--- src/rtl/mmio_console_tx.sv ---
// Memory-mapped console transmitter: a byte FIFO fed by CPU stores, drained by an
// 8N1 serializer, with STATUS and a frame counter readable through a 16-byte window.
module mmio_console_tx #(
  parameter logic [31:0] BASE_ADDR    = 32'hFFFF_0000,
  parameter int          CLKS_PER_BIT = 4,
  parameter int          FIFO_DEPTH   = 8
) (
  input  logic        clk,
  input  logic        reset,
  input  logic        memory_write_en,
  input  logic [31:0] memory_write_address,
  input  logic [31:0] memory_write,
  input  logic [31:0] memory_read_address,
  output logic [31:0] memory_read_data,
  output logic        select,
  output logic        uart_tx
);

  localparam int PW   = $clog2(FIFO_DEPTH);
  localparam int CW   = PW + 1;
  localparam int CNTW = $clog2(CLKS_PER_BIT);

  typedef enum logic [1:0] {IDLE, START, DATA, STOP} state_e;
  typedef enum logic [1:0] {OFF_TXDATA, OFF_STATUS, OFF_SENT, OFF_RSVD} reg_off_e;

  state_e            state_q, state_d;
  logic [CNTW-1:0]   cnt_q, cnt_d;
  logic [2:0]        bit_q, bit_d;
  logic [7:0]        shift_q, shift_d;
  logic              tx_q, tx_d;
  logic [PW-1:0]     wr_ptr_q, rd_ptr_q;
  logic [CW-1:0]     count_q;
  logic              overflow_q, overflow_d;
  logic [31:0]       sent_q, sent_d;
  logic [31:0]       rdata_q, rdata_d;
  logic [7:0]        fifo_mem [FIFO_DEPTH];

  logic wr_hit, push_req, status_wr, sent_wr, push_ok, pop, frame_done;
  logic fifo_full, fifo_empty, bit_end;
  logic [4:0] count5;
  reg_off_e wr_off, rd_off;

  assign wr_off     = reg_off_e'(memory_write_address[3:2]);
  assign rd_off     = reg_off_e'(memory_read_address[3:2]);
  assign wr_hit     = memory_write_en && (memory_write_address[31:4] == BASE_ADDR[31:4]);
  assign push_req   = wr_hit && (wr_off == OFF_TXDATA);
  assign status_wr  = wr_hit && (wr_off == OFF_STATUS);
  assign sent_wr    = wr_hit && (wr_off == OFF_SENT);
  assign select     = (memory_read_address[31:4] == BASE_ADDR[31:4]);
  assign fifo_full  = (count_q == CW'(FIFO_DEPTH));
  assign fifo_empty = (count_q == '0);
  // A pop in the same cycle frees the slot, so a store to a full FIFO still lands.
  assign push_ok    = push_req && (!fifo_full || pop);
  assign bit_end    = (cnt_q == CNTW'(CLKS_PER_BIT - 1));
  assign count5     = 5'(count_q);
  assign uart_tx    = tx_q;
  assign memory_read_data = rdata_q;

  // NOTE: every variable assigned in always_comb gets a default first, so no path infers a latch.
  always_comb begin
    state_d    = state_q;
    cnt_d      = cnt_q;
    bit_d      = bit_q;
    shift_d    = shift_q;
    tx_d       = tx_q;
    pop        = 1'b0;
    frame_done = 1'b0;
    if (state_q != IDLE) cnt_d = bit_end ? '0 : cnt_q + 1'b1;
    unique case (state_q)
      IDLE: if (!fifo_empty) begin
        pop     = 1'b1;
        shift_d = fifo_mem[rd_ptr_q];
        state_d = START;
        tx_d    = 1'b0;
        cnt_d   = '0;
      end
      START: if (bit_end) begin
        state_d = DATA;
        bit_d   = 3'd0;
        tx_d    = shift_q[0];
      end
      DATA: if (bit_end) begin
        if (bit_q == 3'd7) begin
          state_d = STOP;
          tx_d    = 1'b1;
        end else begin
          bit_d   = bit_q + 1'b1;
          shift_d = shift_q >> 1;
          tx_d    = shift_q[1];
        end
      end
      STOP: if (bit_end) begin
        frame_done = 1'b1;
        if (!fifo_empty) begin
          pop     = 1'b1;
          shift_d = fifo_mem[rd_ptr_q];
          state_d = START;
          tx_d    = 1'b0;
        end else begin
          state_d = IDLE;
          tx_d    = 1'b1;
        end
      end
      default: state_d = IDLE;
    endcase
  end

  always_comb begin
    overflow_d = overflow_q;
    if (push_req && fifo_full && !pop) overflow_d = 1'b1;
    else if (status_wr)                overflow_d = 1'b0;

    sent_d = sent_q;
    if (sent_wr)         sent_d = '0;
    else if (frame_done) sent_d = sent_q + 32'd1;

    rdata_d = '0;
    if (select) begin
      unique case (rd_off)
        OFF_STATUS: rdata_d = {23'b0, count5, overflow_q, state_q != IDLE, fifo_empty, fifo_full};
        OFF_SENT:   rdata_d = sent_q;
        default:    rdata_d = '0;
      endcase
    end
  end

  // NOTE: storage has no reset; emptiness is carried by the pointers and count alone.
  always_ff @(posedge clk) begin
    if (push_ok) fifo_mem[wr_ptr_q] <= memory_write[7:0];
  end

  // NOTE: sequential state uses non-blocking assignments so all registers update together.
  always_ff @(posedge clk or negedge reset) begin
    if (!reset) begin
      state_q    <= IDLE;
      cnt_q      <= '0;
      bit_q      <= '0;
      shift_q    <= '0;
      tx_q       <= 1'b1;
      wr_ptr_q   <= '0;
      rd_ptr_q   <= '0;
      count_q    <= '0;
      overflow_q <= 1'b0;
      sent_q     <= '0;
      rdata_q    <= '0;
    end else begin
      state_q    <= state_d;
      cnt_q      <= cnt_d;
      bit_q      <= bit_d;
      shift_q    <= shift_d;
      tx_q       <= tx_d;
      overflow_q <= overflow_d;
      sent_q     <= sent_d;
      rdata_q    <= rdata_d;
      if (push_ok) wr_ptr_q <= wr_ptr_q + 1'b1;
      if (pop)     rd_ptr_q <= rd_ptr_q + 1'b1;
      unique case ({push_ok, pop})
        2'b10:   count_q <= count_q + 1'b1;
        2'b01:   count_q <= count_q - 1'b1;
        default: count_q <= count_q;
      endcase
    end
  end

endmodule

--- config.mk ---
export PLATFORM = sky130hd
export DESIGN_NAME = mmio_console_tx
export DESIGN_NICKNAME = d
export VERILOG_FILES = /design/src/rtl/mmio_console_tx.sv
export SDC_FILE = /design/constraint.sdc
export NUM_CORES = 1
export LEC_CHECK = 0
export CAP_MARGIN = 20
export CORE_MARGIN = 2
export CORE_UTILIZATION = 56
export DETAILED_ROUTE_END_ITERATION = 10
export PLACE_DENSITY_LB_ADDON = 0.3
export SKIP_LAST_GASP = 1
export SLEW_MARGIN = 20
export SYNTH_ARGS = -nofsm -noshare
export SYNTH_HDL_FRONTEND = slang
export SYNTH_SLANG_ARGS = --single-unit
--- constraint.sdc ---
create_clock -name clk -period 7.2 [get_ports clk]
set_input_delay 1.08 -clock clk [delete_from_list [all_inputs] [get_ports clk]]
set_output_delay 1.08 -clock clk [all_outputs]
set_load 0.005 [all_outputs]
## Yosys cells after proc, flatten, opt, wreduce, memory -nomap -nowiden

Memories as Yosys holds them, arrays and structs flattened.
Index checks and enable logic that the tools add are counted.

| cells by class | value |
|---|---|
| $add $sub $neg | 7 |
| multiply operators | 0 |
| divide/modulo/power cells | 0 |
| magnitude comparators | 0 |
| equality and inequality tests | 20 |
| shift-type cells | 0 |
| mux-type cells | 41 |
| bitwise logic cells | 0 |
| reduce and logical (&&, ||, !) cells | 23 |

Operators with widths:

| operator | number |
|---|---|
| 32-bit 2-to-1 mux | 3 |
| 32-bit case mux with 2 select lines | 1 |
| 28-bit equality test (second input constant) | 2 |
| 32-bit by 1-bit adder with 32-bit output (second input constant) | 1 |
| 8-bit 2-to-1 mux | 4 |
| 8-bit case mux with 3 select lines | 1 |
| 2-bit 2-to-1 mux | 9 |
| 1-bit 2-to-1 mux | 15 |
| 2-bit equality test (second input constant) | 6 |
| 2-bit != test (second input constant) | 6 |
| 4-bit AND reduction | 3 |
| 2-bit nonzero test | 5 |
| 3-bit by 1-bit adder with 3-bit output (second input constant) | 3 |
| 3-bit 2-to-1 mux | 3 |
| 2-bit by 1-bit equality test with 1-bit output (second input constant) | 4 |
| 2-bit case mux with 4 select lines | 1 |
| 4-bit case mux with 2 select lines | 1 |
| 1-bit logical AND | 7 |
| 3-bit case mux with 2 select lines | 1 |
| 5-bit AND reduction | 1 |
| 4-bit by 1-bit adder with 4-bit output (second input constant) | 1 |
| 4-bit equality test (second input constant) | 1 |
| 2-bit zero test | 2 |
| 4-bit zero test | 1 |
| 8 further kinds | 9 |

| storage, ports and cells | value |
|---|---|
| flip-flop bits (word level) | 91 |
| bits in latches | 0 |
| memory bits (writable) | 64 |
| bits in read-only memories | 0 |
| word-level logic and storage cells | 103 |
| memories | 1 |

Memory list:

| name | depth | width | read ports | clocked after Yosys merged registers in | wr ports | RTL line | RTL |
|---|---|---|---|---|---|---|---|
| fifo_mem | 8 | 8 | 1 | 0 | 1 | 36 | `logic [7:0] fifo_mem [FIFO_DEPTH];` |

## Depth between registers and ports, before layout

Gate-level depths: netlist of run 1.

| logic depth | value |
|---|---|
| word-level depth | 8 |
| gate-level depth with buffers | 11 |

## Worst setup path after synthesis of run 1

OpenSTA, ideal clock, no wires.

| timing | value |
|---|---|
| path kind | input -> register |
| start | input port memory_write_address[24] |
| end | register count_q[3] |
| setup time | 0.090 ns |
| arrival time | 3.573 ns |
| required time | 7.110 ns |
| path slack | 3.537 ns |
| stages on the path | 10 |
| cells stage by stage | nand4_1 or4_1 nor4_1 nand2b_1 inv_1 ha_1 a21o_1 a21oi_1 or4b_2 o2111ai_1 |

| on the way | value |
|---|---|
| word-level cells in the longest chain between the ends | 6 |
| elaborated cells on any way between the ends | 8 |

Ends and longest elaborated chain:

| item | RTL line | RTL |
|---|---|---|
| start, declared | 11 | `input logic [31:0] memory_write_address,` |
| 28-bit equality test * | 45 | `assign wr_hit = memory_write_en && (memory_write_address[31:4] == BASE_ADDR[31:4]);` |
| 1-bit logical AND * | 45 |  |
| 1-bit logical AND * | 46 | `assign push_req = wr_hit && (wr_off == OFF_TXDATA);` |
| 1-bit logical AND * | 53 | `assign push_ok = push_req && (!fifo_full \|\| pop);` |
| 2-bit by 1-bit equality test with 1-bit output or 2-bit equality test (tied branches) | 157 | `unique case ({push_ok, pop})` |
| 4-bit case mux with 2 select lines or 2-bit nonzero test (tied branches) | - |  |
| end signal, assigned | 158 | `2'b10: count_q <= count_q + 1'b1;` |
| end signal, assigned | 159 | `2'b01: count_q <= count_q - 1'b1;` |
| end signal, assigned | 160 | `default: count_q <= count_q;` |
| end, declared | 32 | `logic [CW-1:0] count_q;` |

Mark *: on every way between the ends. The rest lies on a longest branch, timed or not.
A chain may end at the register's enable or synchronous reset.

## Worst setup path in the final report of run 1

| timing | value |
|---|---|
| start | input port memory_read_address[9] |
| end | output port select |

| on the way | value |
|---|---|
| word-level cells in the longest chain between the ends | 1 |

Ends and longest elaborated chain:

| item | RTL line | RTL |
|---|---|---|
| start, declared | 13 | `input logic [31:0] memory_read_address,` |
| 28-bit equality test | 49 | `assign select = (memory_read_address[31:4] == BASE_ADDR[31:4]);` |
| end, declared | 15 | `output logic select,` |

No other way between the ends.

==> metrics.json, run 1 <==
{
  "result_of_the_run": "finished clean",
  "leak_pwr_nw": 3.41,
  "core.rowCount": 40,
  "worst_hold_path_type": "reg -> reg",
  "final_nets": 747,
  "area_growth_pct": 26.3,
  "maximum_fanout_along_the_worst_path": 5,
  "timing.fmax_mhz": 236,
  "worst_hold_path.endpoint": "shift_q[0]",
  "final_wirelength_um": 13700,
  "maxCapViolations": 0,
  "share_seq_of_total_power_pct": 48.5,
  "timing.final.hold_violations": 0,
  "num_vias": 4488,
  "synth_edf_count": 64,
  "unique_masters_post_synth": 57,
  "htree_levels": 4,
  "clkSinkCount": 155,
  "cts_buffer_depth": 2,
  "grt_antenna_before_repair": 0,
  "synthesis.area_um2": 6820,
  "maxSlewViolCount": 0,
  "worstRegToRegCells": 10,
  "timing.critical_path.to_type": "primary output",
  "numCtsBuffers": 17,
  "synth.yosys.seq_area_share_pct": 61.6,
  "power_report.internal_total_mw": 1.51,
  "drive_above_1_share_pct": 11.3,
  "total_half_perimeter_wirelength_after_legalization_and_detailed_placement_um": 9310,
  "reg2reg_from": "state_q[0]",
  "place.gp.congestion": 0.834,
  "synth_fp_nets": 641,
  "final.period_utilization_pct": 58.8,
  "skew_ns": 0.0123,
  "final_layout_setup_total_negative_slack_ns": 0,
  "final_antenna_net_count": 0,
  "detail_route.first_pass.iterations": 4,
  "globalRoute.totalOverflow": 0,
  "worstReg2RegEnd": "count_q[3]",
  "final.min_clock_period_ns": 4.23,
  "core_region_area_um2": 12000,
  "floorplan.die_area_um2": 13100,
  "critPathKind": "in -> out",
  "cpMaxStageDelayCell": "sky130_fd_sc_hd__or4_1",
  "portBuffers": 104,
  "vdd.ir_drop.worst_v": 0.000255,
  "setup_repair_after_global_routing_missed_its_margin": "false",
  "critPathRequiredTime_ns": 6.12,
  "ys_warn_count": 0,
  "clkSlewWorstSetupHoldPaths_ns": 0.06,
  "clkPwrFrac_pct": 48.4,
  "ports_placed_on_the_boundary": 133,
  "most_frequent_cell_on_the_critical_path": "sky130_fd_sc_hd__clkdlybuf4s50_1",
  "worst_tran_pin_value_ns": 0.960,
  "globalRouteTotalUtil_pct": 23.0,
  "synth_ff_type": "sky130_fd_sc_hd__dfrtp_1",
  "cts_tree": "yes",
  "clk_root_buffer_cell": "sky130_fd_sc_hd__clkbuf_16",
  "post_drt_wl_per_cell_um": 17.4,
  "antenna_cells": 0,
  "holdPathStages": 2,
  "power-per-cell-area_nw_per_um2": 221,
  "grt_first_pass_wirelength_um": 23000,
  "fillers": 782,
  "critPathLaunchType": "input port",
  "cp_slowest_stage_delay_ns": 0.64,
  "cts_setup_buffers": 0,
  "grt_start_max_net_pins": 79,
  "share_comb_of_total_power_pct": 3.1,
  "drcViolationCount": 0,
  "vias_per_cell": 5.67,
  "postSynthCellCount": 526,
  "worst_slew_margin_rel_pct": 36.0,
  "critical_path.cell_chain": "clkdlybuf4s50_1, nor4_1, nand4_1, or4_1, inv_1, clkdlybuf4s50_1",
  "syn_area_per_cell_um2": 13.0,
  "die_w_um": 114,
  "first_global_vias": 4685,
  "r2r_setup_slack_ns": 4.02,
  "p_sw_share_pct": 20.5,
  "die_h_um": 114,
  "detail_route.iter0.violations": 276,
  "power.net_switching_uw": 390,
  "clock_insertion_delay_worst_skew_ns": 0.42,
  "synth-async-reset-ratio_pct": 58.7,
  "setup_viol_count_final": 0,
  "initial_core_util_pct": 57.0,
  "cts.hold.buffers_added": 0,
  "hold_path_origin": "shift_q[0]",
  "postSynthRegisterBits": 155,
  "cts-resized-gates": 0,
  "power_mw": 1.90,
  "critPathArrivalTime_ns": 3.15
}
[worst max-delay path by stage]
stage	from	to	slack [ns]	depth (start not counted)
after floorplan	memory_write_address[24]	count_q[3]	3.54	10
after global placement	memory_write_address[24]	count_q[3]	2.84	11
after detailed placement	memory_write_address[24]	count_q[3]	2.74	11
after CTS	memory_read_address[9]	select	2.97	6
after global routing	memory_read_address[13]	select	2.86	6
final	memory_read_address[9]	select	2.97	6
[registers in the layout, indices dropped and copies added, names as in the netlist, 2 cells and up]
signal            flops
count_q               4
state_q               2
fifo_mem             64
wr_ptr_q              3
memory_read_data     32
rd_ptr_q              3
bit_q                 3
shift_q               8
cnt_q                 2
sent_q               32
[cell type report]
| type | count | area, um2 | share of cell area, % |
|---|---|---|---|
| timing repair buffer | 110 | 1080 | 12.6 |
| clock inverter | 14 | 180 | 2.09 |
| clock buffer | 18 | 429 | 4.98 |
| inverter | 16 | 60.1 | 0.697 |
| sequential | 155 | 4200 | 48.8 |
| tap | 147 | 184 | 2.14 |
| multi-input combinational | 332 | 2470 | 28.7 |
[placed cells by master (no fill, tap or decap), types with 7 or more instances in the layout]
master	n
sky130_fd_sc_hd__and2_1	23
sky130_fd_sc_hd__inv_1	15
sky130_fd_sc_hd__mux4_2	16
sky130_fd_sc_hd__nand4_1	16
sky130_fd_sc_hd__clkbuf_16	17
sky130_fd_sc_hd__a22oi_1	9
sky130_fd_sc_hd__nand2_1	32
sky130_fd_sc_hd__nor2_1	44
sky130_fd_sc_hd__buf_4	7
sky130_fd_sc_hd__or3_1	7
sky130_fd_sc_hd__a21oi_1	9
sky130_fd_sc_hd__xnor2_1	11
sky130_fd_sc_hd__mux2i_1	9
sky130_fd_sc_hd__nand3_1	21
sky130_fd_sc_hd__nor3_1	12
sky130_fd_sc_hd__dfrtp_1	89
sky130_fd_sc_hd__clkdlybuf4s50_1	103
sky130_fd_sc_hd__xor2_1	20
sky130_fd_sc_hd__edfxtp_1	64
sky130_fd_sc_hd__ha_1	15
sky130_fd_sc_hd__o21ai_0	26
[routing by layer]
layer / GRT usage [%] / part of all wire (%)
met1: 27.3 / 40
met2: 40.6 / 55
met3: 5.03 / 2.8
met4: 9.59 / 2.5
met5: 0 / 0
[critical path, delay by kind of cell]
family	cells	cell delay, ns
buffers and inverters	3	1.00
AND/OR/NAND/NOR	3	1.08
[stage by stage]
step	setup WS [ns]	cells	hold slack [ns]	cell area (um2)	util, %
final	2.97	792	0.486	8610	72.0
after global routing	2.86	792	0.498	8610	72.0
after CTS	2.97	792	0.489	8610	72.0
after detailed placement	2.74	760	0.471	8000	66.9
after global placement	2.84	760	0.458	8000	66.9
after floorplan	3.54	526	0.445	6820	-
[cells in the mapped netlist (all sizes together) (2+ instances only)]
library cell / number / share of area, %
nand3: 22 / 1.7
buf: 17 / 1.2
mux2: 6 / 0.99
inv: 15 / 0.83
o21ai: 26 / 1.9
nor2: 45 / 2.5
mux2i: 9 / 1.3
and2: 23 / 2.1
or3: 7 / 0.64
clkbuf: 6 / 0.37
xor2: 20 / 2.6
edfxtp: 64 / 28
nor3: 12 / 0.88
nor4b: 4 / 0.73
and3: 4 / 0.37
mux4: 16 / 5.3
a22oi: 9 / 0.99
dfrtp: 90 / 33
a21oi: 9 / 0.66
xnor2: 11 / 1.4
nand4: 17 / 1.8
nand2b: 2 / 0.18
nor3b: 5 / 0.62
a2bb2oi: 2 / 0.26
ha: 15 / 2.8
or4: 3 / 0.33
o31ai: 4 / 0.44
or2: 2 / 0.18
nor4: 8 / 1.2
and4: 3 / 0.39
nand2: 33 / 1.9
[cells by family (layout without fill, tap and decap cells)]
family / Yosys count / in the layout / share of synthesized area [%]
AO/OA/AOI/OAI: 60 / 60 / 5.45
buffers and inverters: 39 / 158 / 2.44
XOR/XNOR: 31 / 31 / 3.98
AND/OR/NAND/NOR: 194 / 194 / 15.9
multiplexers: 31 / 31 / 7.59
adder cells (fa/ha/maj): 16 / 16 / 3.05
flip-flops: 155 / 155 / 61.6
[power groups by stage]
stage	sequential, mW	clock, mW	combinational [mW]
6_report	0.921	0.919	0.0588
5_1_grt	0.920	0.973	0.0646
4_1_cts	0.921	0.930	0.0598
3_5_place_dp	0.938	0	0.0596
3_3_place_gp	0.938	0	0.0572
2_1_floorplan	0.939	0	0.00479
Power figures use the tool's default switching activity.
==> inputs of run 2 (changes only) <==
--- a/config.mk
+++ b/config.mk
@@ -7,7 +7,7 @@
 export LEC_CHECK = 0
 export CAP_MARGIN = 20
 export CORE_MARGIN = 2
-export CORE_UTILIZATION = 56
+export CORE_UTILIZATION = 47
 export DETAILED_ROUTE_END_ITERATION = 10
 export PLACE_DENSITY_LB_ADDON = 0.3
 export SKIP_LAST_GASP = 1
==> constraint.sdc (replaced) <==
create_clock -name clk -period 3.8 [get_ports clk]
set_input_delay 0.57 -clock clk [delete_from_list [all_inputs] [get_ports clk]]
set_output_delay 0.57 -clock clk [all_outputs]
set_load 0.005 [all_outputs]
==> run 2 against run 1 <==
Against the previous run: via count grew 0.51%; clock skew shrank 0.0037 ns; critical path depth grew 6; cell count grew 5.7%; global-route usage shrank 4.2 points; die area grew 18%; critical endpoint is now count_q[3]; highest routed layer unchanged.
==> metrics.json, run 2 (synthesized netlist as in run 1, its figures left out) <==
{
  "result_of_the_run": "finished clean",
  "final_nets": {"value": 755, "change": "+1.1%"},
  "cts.hold.buffers_added": {"value": 0, "change": "unchanged"},
  "regMostFlops": "fifo_mem",
  "layout.cell_area.non_filler": {"value": 8750, "unit": "um2", "change": "+1.6%"},
  "area_growth_pct": 28.3,
  "drcViolationCount": {"value": 0, "change": "unchanged"},
  "maxCapViolations": {"value": 0, "change": "unchanged"},
  "drive_above_1_share": {"value": 11.9, "unit": "%", "change": "+0.63 points"},
  "die_h": {"value": 124, "unit": "um", "change": "+8.8%"},
  "globalRouteTotalUtil": {"value": 18.8, "unit": "%", "change": "-4.2 points"},
  "critPathArrivalTime": {"value": 3.79, "unit": "ns", "change": "+0.64 ns"},
  "power": {"value": 3.68, "unit": "mW", "change": "+94%"},
  "maximum_fanout_along_the_worst_path": {"value": 4, "change": "-1"},
  "critPathLaunchType": "input port",
  "floorplan.die_area": {"value": 15500, "unit": "um2", "change": "+18%"},
  "worst_slew_margin_rel": {"value": 45.1, "unit": "%", "change": "+9.2 points"},
  "first_global_vias": {"value": 4701, "change": "+0.34%"},
  "leak_pwr": {"value": 3.47, "unit": "nW", "change": "+1.9%"},
  "final.period_utilization_pct": 90.9,
  "cts-resized-gates": {"value": 0, "change": "unchanged"},
  "worst_hold_path_type": "in -> async",
  "post_drt_wl_per_cell": {"value": 16.4, "unit": "um", "change": "-5.7%"},
  "critPathRequiredTime": {"value": 4.14, "unit": "ns", "change": "-1.98 ns"},
  "total_half_perimeter_wirelength_after_legalization_and_detailed_placement": {"value": 9380, "unit": "um", "change": "+0.82%"},
  "die_w": {"value": 124, "unit": "um", "change": "+8.8%"},
  "cts_tree": "yes",
  "detail_route.first_pass.iterations": {"value": 4, "change": "unchanged"},
  "initial_core_util": {"value": 47.5, "unit": "%", "change": "-9.6 points"},
  "placedInstanceArea": {"value": 8090, "unit": "um2", "change": "+1.1%"},
  "cts_buffer_depth": {"value": 2, "change": "unchanged"},
  "power-per-cell-area": {"value": 421, "unit": "nW/um2", "change": "+91%"},
  "htree_levels": {"value": 4, "change": "unchanged"},
  "grt_start_max_net_pins": {"value": 80, "change": "+1.3%"},
  "numCtsBuffers": {"value": 17, "change": "unchanged"},
  "final.min_clock_period_ns": 3.45,
  "setup_repair_after_global_routing_missed_its_margin": "false",
  "worst_tran_pin_value": {"value": 0.821, "unit": "ns", "change": "-0.139 ns"},
  "ports_placed_on_the_boundary": {"value": 133, "change": "unchanged"},
  "timing.critical_path.to_type": "register",
  "final_antenna_net_count": {"value": 0, "change": "unchanged"},
  "skew": {"value": 0.00860, "unit": "ns", "change": "-0.00371 ns"},
  "num_vias": {"value": 4511, "change": "+0.51%"},
  "setup_viol_count_final": {"value": 0, "change": "unchanged"},
  "largest_register_ffs": {"value": 64, "change": "unchanged"},
  "cts_setup_buffers": {"value": 0, "change": "unchanged"},
  "clock_insertion_delay_worst_skew": {"value": 0.43, "unit": "ns", "change": "about the same"},
  "detail_route.iter0.violations": {"value": 334, "change": "+21%"},
  "core_region_area": {"value": 14400, "unit": "um2", "change": "+20%"},
  "antenna_cells": {"value": 0, "change": "unchanged"},
  "clkSinkCount": {"value": 155, "change": "unchanged"},
  "place.gp.congestion": {"value": 0.746, "change": "-11%"},
  "timing.fmax_mhz": 290,
  "most_common_cell_after_layout_fill_and_taps_aside": "sky130_fd_sc_hd__clkdlybuf4s50_1",
  "globalRoute.totalOverflow": {"value": 0, "change": "unchanged"},
  "maxSlewViolCount": {"value": 0, "change": "unchanged"},
  "portBuffers": {"value": 104, "change": "unchanged"},
  "grt_first_pass_wirelength": {"value": 23100, "unit": "um", "change": "+0.12%"},
  "core.rowCount": {"value": 44, "change": "+10%"},
  "grt_antenna_before_repair": {"value": 0, "change": "unchanged"},
  "final_cell_mix": "103 x sky130_fd_sc_hd__clkdlybuf4s50_1, 89 x sky130_fd_sc_hd__dfrtp_1, 64 x sky130_fd_sc_hd__edfxtp_1, 45 x sky130_fd_sc_hd__nor2_1, 32 x sky130_fd_sc_hd__nand2_1",
  "clkSlewWorstSetupHoldPaths": {"value": 0.06, "unit": "ns", "change": "about the same"},
  "vdd.ir_drop.worst": {"value": 0.000296, "unit": "V", "change": "+16%"},
  "timing.final.hold_violations": {"value": 0, "change": "unchanged"},
  "critPathKind": "in -> reg",
  "final_wirelength": {"value": 13700, "unit": "um", "change": "-0.38%"},
  "clk_root_buffer_cell": "sky130_fd_sc_hd__clkbuf_16",
  "vias_per_cell": {"value": 5.39, "change": "-4.9%"}
}
run 2: changes by cell type in the layout (fill, tap and decap cells not counted), sizes merged:
cell	previous run	this run
buf	7	15
clkinv	4	2
bufinv	3	4
inv	21	22
run 2: path summary, 6_finish.rpt:
kind                                   endpoint                      from  depth (start not counted)  slack, ns
max                                  count_q[3]  memory_write_address[19]                         12       0.35
min                        memory_read_data[24]                     reset                          1       0.06
max reg2reg                          count_q[3]                state_q[0]                         10       0.73
min reg2reg                          shift_q[7]                shift_q[7]                          2       0.48
max in group asynchronous           rd_ptr_q[0]                     reset                          3       2.91
min in group clk                     shift_q[7]                shift_q[7]                          2       0.48
run 2: stage by stage:
stage	utilization, %	std cells	worst slack, ns	hold WS [ns]	setup TNS, ns
3_5_place_dp	56.3	804	-0.0973	0.475	-0.0973
4_1_cts	60.7	836	0.346	0.344	0
3_3_place_gp	56.3	804	0.0376	0.461	0
5_1_grt	60.9	837	0.153	0.0732	0
2_1_floorplan	-	526	0.647	0.274	0
6_report	60.9	837	0.346	0.0565	0
run 2: critical path, stage by stage:
cell                              delay (ns)
sky130_fd_sc_hd__clkdlybuf4s50_1        0.48
sky130_fd_sc_hd__nand4_1                0.10
sky130_fd_sc_hd__or4_1                  0.55
sky130_fd_sc_hd__nor4_1                 0.28
sky130_fd_sc_hd__buf_4                  0.17
sky130_fd_sc_hd__nand2b_1               0.13
sky130_fd_sc_hd__inv_1                  0.08
sky130_fd_sc_hd__ha_1                   0.28
sky130_fd_sc_hd__a21o_1                 0.18
sky130_fd_sc_hd__a21oi_1                0.23
sky130_fd_sc_hd__or4b_2                 0.60
sky130_fd_sc_hd__o2111ai_1              0.12
run 2: final cells by class:
| class | instances | area (um2) |
|---|---|---|
| repair buffers | 118 | 1160 |
| fillers | 1092 | 5620 |
| clock buffers | 18 | 429 |
| well taps | 184 | 230 |
| clock inverters | 14 | 208 |
| multi-input cells | 332 | 2460 |
| flip-flops and latches | 155 | 4200 |
| inverters | 16 | 60.1 |
run 2: per-layer routing:
layer | up-vias | wire length [um] | track usage (%) | part of all wire, %
met4 | 0 | 146 | 5.68 | 1.1
li1 | 2145 | - | - | -
met3 | 15 | 640 | 5.07 | 4.7
met1 | 2232 | 5570 | 22.2 | 41
met5 | - | 0 | 0 | 0
met2 | 119 | 7330 | 33.3 | 54
run 2: power by group:
| group | internal, mW | switching (mW) | total, mW |
|---|---|---|---|
| Combinational | 0.0711 | 0.0449 | 0.116 |
| Clock | 1.12 | 0.703 | 1.82 |
| Sequential | 1.74 | 0.000000385 | 1.74 |
| Total | 2.93 | 0.747 | 3.68 |
==> inputs of run 3 (changes only) <==
--- a/config.mk
+++ b/config.mk
@@ -6,10 +6,10 @@
 export NUM_CORES = 1
 export LEC_CHECK = 0
 export CAP_MARGIN = 20
-export CORE_MARGIN = 2
-export CORE_UTILIZATION = 47
+export CORE_MARGIN = 1
+export CORE_UTILIZATION = 52
 export DETAILED_ROUTE_END_ITERATION = 10
-export PLACE_DENSITY_LB_ADDON = 0.3
+export PLACE_DENSITY_LB_ADDON = 0.2
 export SKIP_LAST_GASP = 1
 export SLEW_MARGIN = 20
 export SYNTH_ARGS = -nofsm -noshare
==> constraint.sdc (replaced) <==
create_clock -name clk -period 3.9 [get_ports clk]
set_input_delay 0.585 -clock clk [delete_from_list [all_inputs] [get_ports clk]]
set_output_delay 0.585 -clock clk [all_outputs]
set_load 0.005 [all_outputs]
==> run 3 against run 2 <==
Against the previous run: die area is 12% lower; final area fell by 0.93%; worst setup slack lost 0.032 ns; hold slack improved by 0.18 ns; largest cell class unchanged; clock power is 9% lower; cell count is 1.7% lower.
==> metrics.json, run 3 (synthesized netlist as in run 1, its figures left out) <==
{
  "result_of_the_run": "finished clean",
  "maximum_fanout_along_the_worst_path": {"value": 4, "change": "unchanged"},
  "area_growth_pct": 27.1,
  "power-per-cell-area": {"value": 399, "unit": "nW/um2", "change": "-5.1%"},
  "vdd.ir_drop.worst": {"value": 0.000321, "unit": "V", "change": "+8.7%"},
  "worst_tran_pin_value": {"value": 1.02, "unit": "ns", "change": "+0.202 ns"},
  "detail_route.iter0.violations": {"value": 247, "change": "-26%"},
  "regMostFlops": "fifo_mem",
  "setup_viol_count_final": {"value": 0, "change": "unchanged"},
  "timing.critical_path.from": "memory_write_address[19]",
  "htree_levels": {"value": 4, "change": "unchanged"},
  "post_drt_wl_per_cell": {"value": 16.0, "unit": "um", "change": "-2.2%"},
  "num_vias": {"value": 4467, "change": "-0.98%"},
  "die_h": {"value": 117, "unit": "um", "change": "-6.4%"},
  "clk_root_buffer_cell": "sky130_fd_sc_hd__clkbuf_16",
  "floorplan.die_area": {"value": 13600, "unit": "um2", "change": "-12%"},
  "final.min_clock_period_ns": 3.59,
  "most_common_cell_after_layout_fill_and_taps_aside": "sky130_fd_sc_hd__clkdlybuf4s50_1",
  "first_global_vias": {"value": 4549, "change": "-3.2%"},
  "numCtsBuffers": {"value": 17, "change": "unchanged"},
  "clkSinkCount": {"value": 155, "change": "unchanged"},
  "grt_antenna_before_repair": {"value": 0, "change": "unchanged"},
  "cts-resized-gates": {"value": 0, "change": "unchanged"},
  "final_wirelength": {"value": 13200, "unit": "um", "change": "-3.9%"},
  "die_w": {"value": 117, "unit": "um", "change": "-6.4%"},
  "critPathArrivalTime": {"value": 3.91, "unit": "ns", "change": "+0.12 ns"},
  "largest_register_ffs": {"value": 64, "change": "unchanged"},
  "critPathRequiredTime": {"value": 4.23, "unit": "ns", "change": "+0.09 ns"},
  "cts_setup_buffers": {"value": 0, "change": "unchanged"},
  "cts_tree": "yes",
  "r2r_setup_slack": {"value": 0.70, "unit": "ns", "change": "-0.03 ns"},
  "setup_repair_after_global_routing_missed_its_margin": "false",
  "initial_core_util": {"value": 53.6, "unit": "%", "change": "+6.1 points"},
  "timing.final.hold_violations": {"value": 0, "change": "unchanged"},
  "final_cell_mix": "103 x sky130_fd_sc_hd__clkdlybuf4s50_1, 90 x sky130_fd_sc_hd__dfrtp_1, 64 x sky130_fd_sc_hd__edfxtp_1, 45 x sky130_fd_sc_hd__nor2_1, 32 x sky130_fd_sc_hd__nand2_1",
  "vias_per_cell": {"value": 5.43, "change": "+0.71%"},
  "reg2reg_from": "state_q[0]",
  "antenna_cells": {"value": 0, "change": "unchanged"},
  "portBuffers": {"value": 104, "change": "unchanged"},
  "final_antenna_net_count": {"value": 0, "change": "unchanged"},
  "maxCapViolations": {"value": 0, "change": "unchanged"},
  "critPathKind": "in -> reg",
  "final.period_utilization_pct": 91.9,
  "globalRouteTotalUtil": {"value": 21.6, "unit": "%", "change": "+2.8 points"},
  "cts.hold.buffers_added": {"value": 0, "change": "unchanged"},
  "final_nets": {"value": 753, "change": "-0.26%"},
  "cts_buffer_depth": {"value": 2, "change": "unchanged"},
  "total_half_perimeter_wirelength_after_legalization_and_detailed_placement": {"value": 9050, "unit": "um", "change": "-3.5%"},
  "skew": {"value": 0.00823, "unit": "ns", "change": "-0.000373 ns"},
  "core.rowCount": {"value": 41, "change": "-6.8%"},
  "drcViolationCount": {"value": 0, "change": "unchanged"},
  "globalRoute.totalOverflow": {"value": 0, "change": "unchanged"},
  "maxSlewViolCount": {"value": 0, "change": "unchanged"},
  "timing.fmax_mhz": 279,
  "clkSlewWorstSetupHoldPaths": {"value": 0.06, "unit": "ns", "change": "about the same"},
  "grt_first_pass_wirelength": {"value": 22000, "unit": "um", "change": "-4.5%"},
  "grt_start_max_net_pins": {"value": 92, "change": "+15%"},
  "ports_placed_on_the_boundary": {"value": 133, "change": "unchanged"},
  "multiInputGateArea": {"value": 2460, "unit": "um2", "change": "unchanged"},
  "worst_slew_margin_rel": {"value": 31.8, "unit": "%", "change": "-13 points"},
  "timing.critical_path.to_type": "register",
  "clock_insertion_delay_worst_skew": {"value": 0.42, "unit": "ns", "change": "about the same"},
  "power": {"value": 3.46, "unit": "mW", "change": "-6.0%"},
  "drive_above_1_share": {"value": 11.2, "unit": "%", "change": "-0.73 points"},
  "critPathLaunchType": "input port",
  "worst_hold_path_type": "in -> async",
  "fillers": {"value": 951, "change": "-13%"},
  "detail_route.first_pass.iterations": {"value": 5, "change": "+1"},
  "core_region_area": {"value": 12700, "unit": "um2", "change": "-11%"},
  "leak_pwr": {"value": 3.44, "unit": "nW", "change": "-1.0%"},
  "finalHoldWorstSlack": {"value": 0.237, "unit": "ns", "change": "+0.180 ns"},
  "place.gp.congestion": {"value": 0.789, "change": "+5.8%"},
  "ff_latch_area": {"value": 4200, "unit": "um2", "change": "about the same"}
}
==> run 3: changes by cell type in the layout (fill, tap and decap cells not counted), sizes merged <==
cell    change
inv         -5
buf         -2
clkbuf      +1
bufinv      -1
clkinv      +5
==> run 3: per-stage QoR <==
step           area (um2)  std cells  setup WS [ns]  util [%]  TNS (ns)
6_report             8670        823          0.314      68.2         0
3_5_place_dp         8060        791         -0.105      63.4    -0.105
5_1_grt              8670        823         0.0917      68.2         0
4_1_cts              8670        823          0.329      68.1         0
2_1_floorplan        6820        526          0.732         -         0
3_3_place_gp         8060        791         0.0974      63.4         0
==> run 3: final timing paths <==
| kind | cells after the start | to |
|---|---|---|
| max | 11 | count_q[3] |
| min | 1 | sent_q[30] |
| max reg2reg | 11 | count_q[3] |
| min reg2reg | 2 | shift_q[4] |
| max in group asynchronous | 1 | shift_q[6] |
| min in group clk | 2 | shift_q[4] |
==> run 3: area by class of cell <==
class / count / share of cell area [%]
Clock inverter: 13 / 1.96
Timing Repair Buffer: 116 / 13.1
Clock buffer: 19 / 4.99
Inverter: 16 / 0.693
Tap cell: 172 / 2.48
Multi-Input combinational cell: 332 / 28.4
Sequential cell: 155 / 48.4
==> run 3: metal layers <==
metal  vias to the layer above  global-route usage, %  wire length [um]
met5                         -                      0                 0
met4                         0                   8.80               192
met3                        20                   4.46               431
met2                        93                   38.1              7040
met1                      2204                   25.8              5490
li1                       2150                      -                 -
==> run 3: critical path, stage by stage <==
cell and delay (ns):
sky130_fd_sc_hd__clkdlybuf4s50_1 0.47, sky130_fd_sc_hd__nand4_1 0.10, sky130_fd_sc_hd__or4_1 0.58, sky130_fd_sc_hd__nor4_1 0.42, sky130_fd_sc_hd__nand2b_1 0.20, sky130_fd_sc_hd__inv_1 0.08
sky130_fd_sc_hd__ha_1 0.29, sky130_fd_sc_hd__a21o_1 0.18, sky130_fd_sc_hd__a21oi_1 0.25, sky130_fd_sc_hd__or4b_2 0.62, sky130_fd_sc_hd__o2111ai_1 0.13
==> run 3: power by group <==
part           total [mW]  internal (mW)  switching (mW)
combinational       0.107         0.0659          0.0412
sequential           1.70           1.70     0.000000368
clock                1.65           1.01           0.642
total                3.46           2.78           0.683
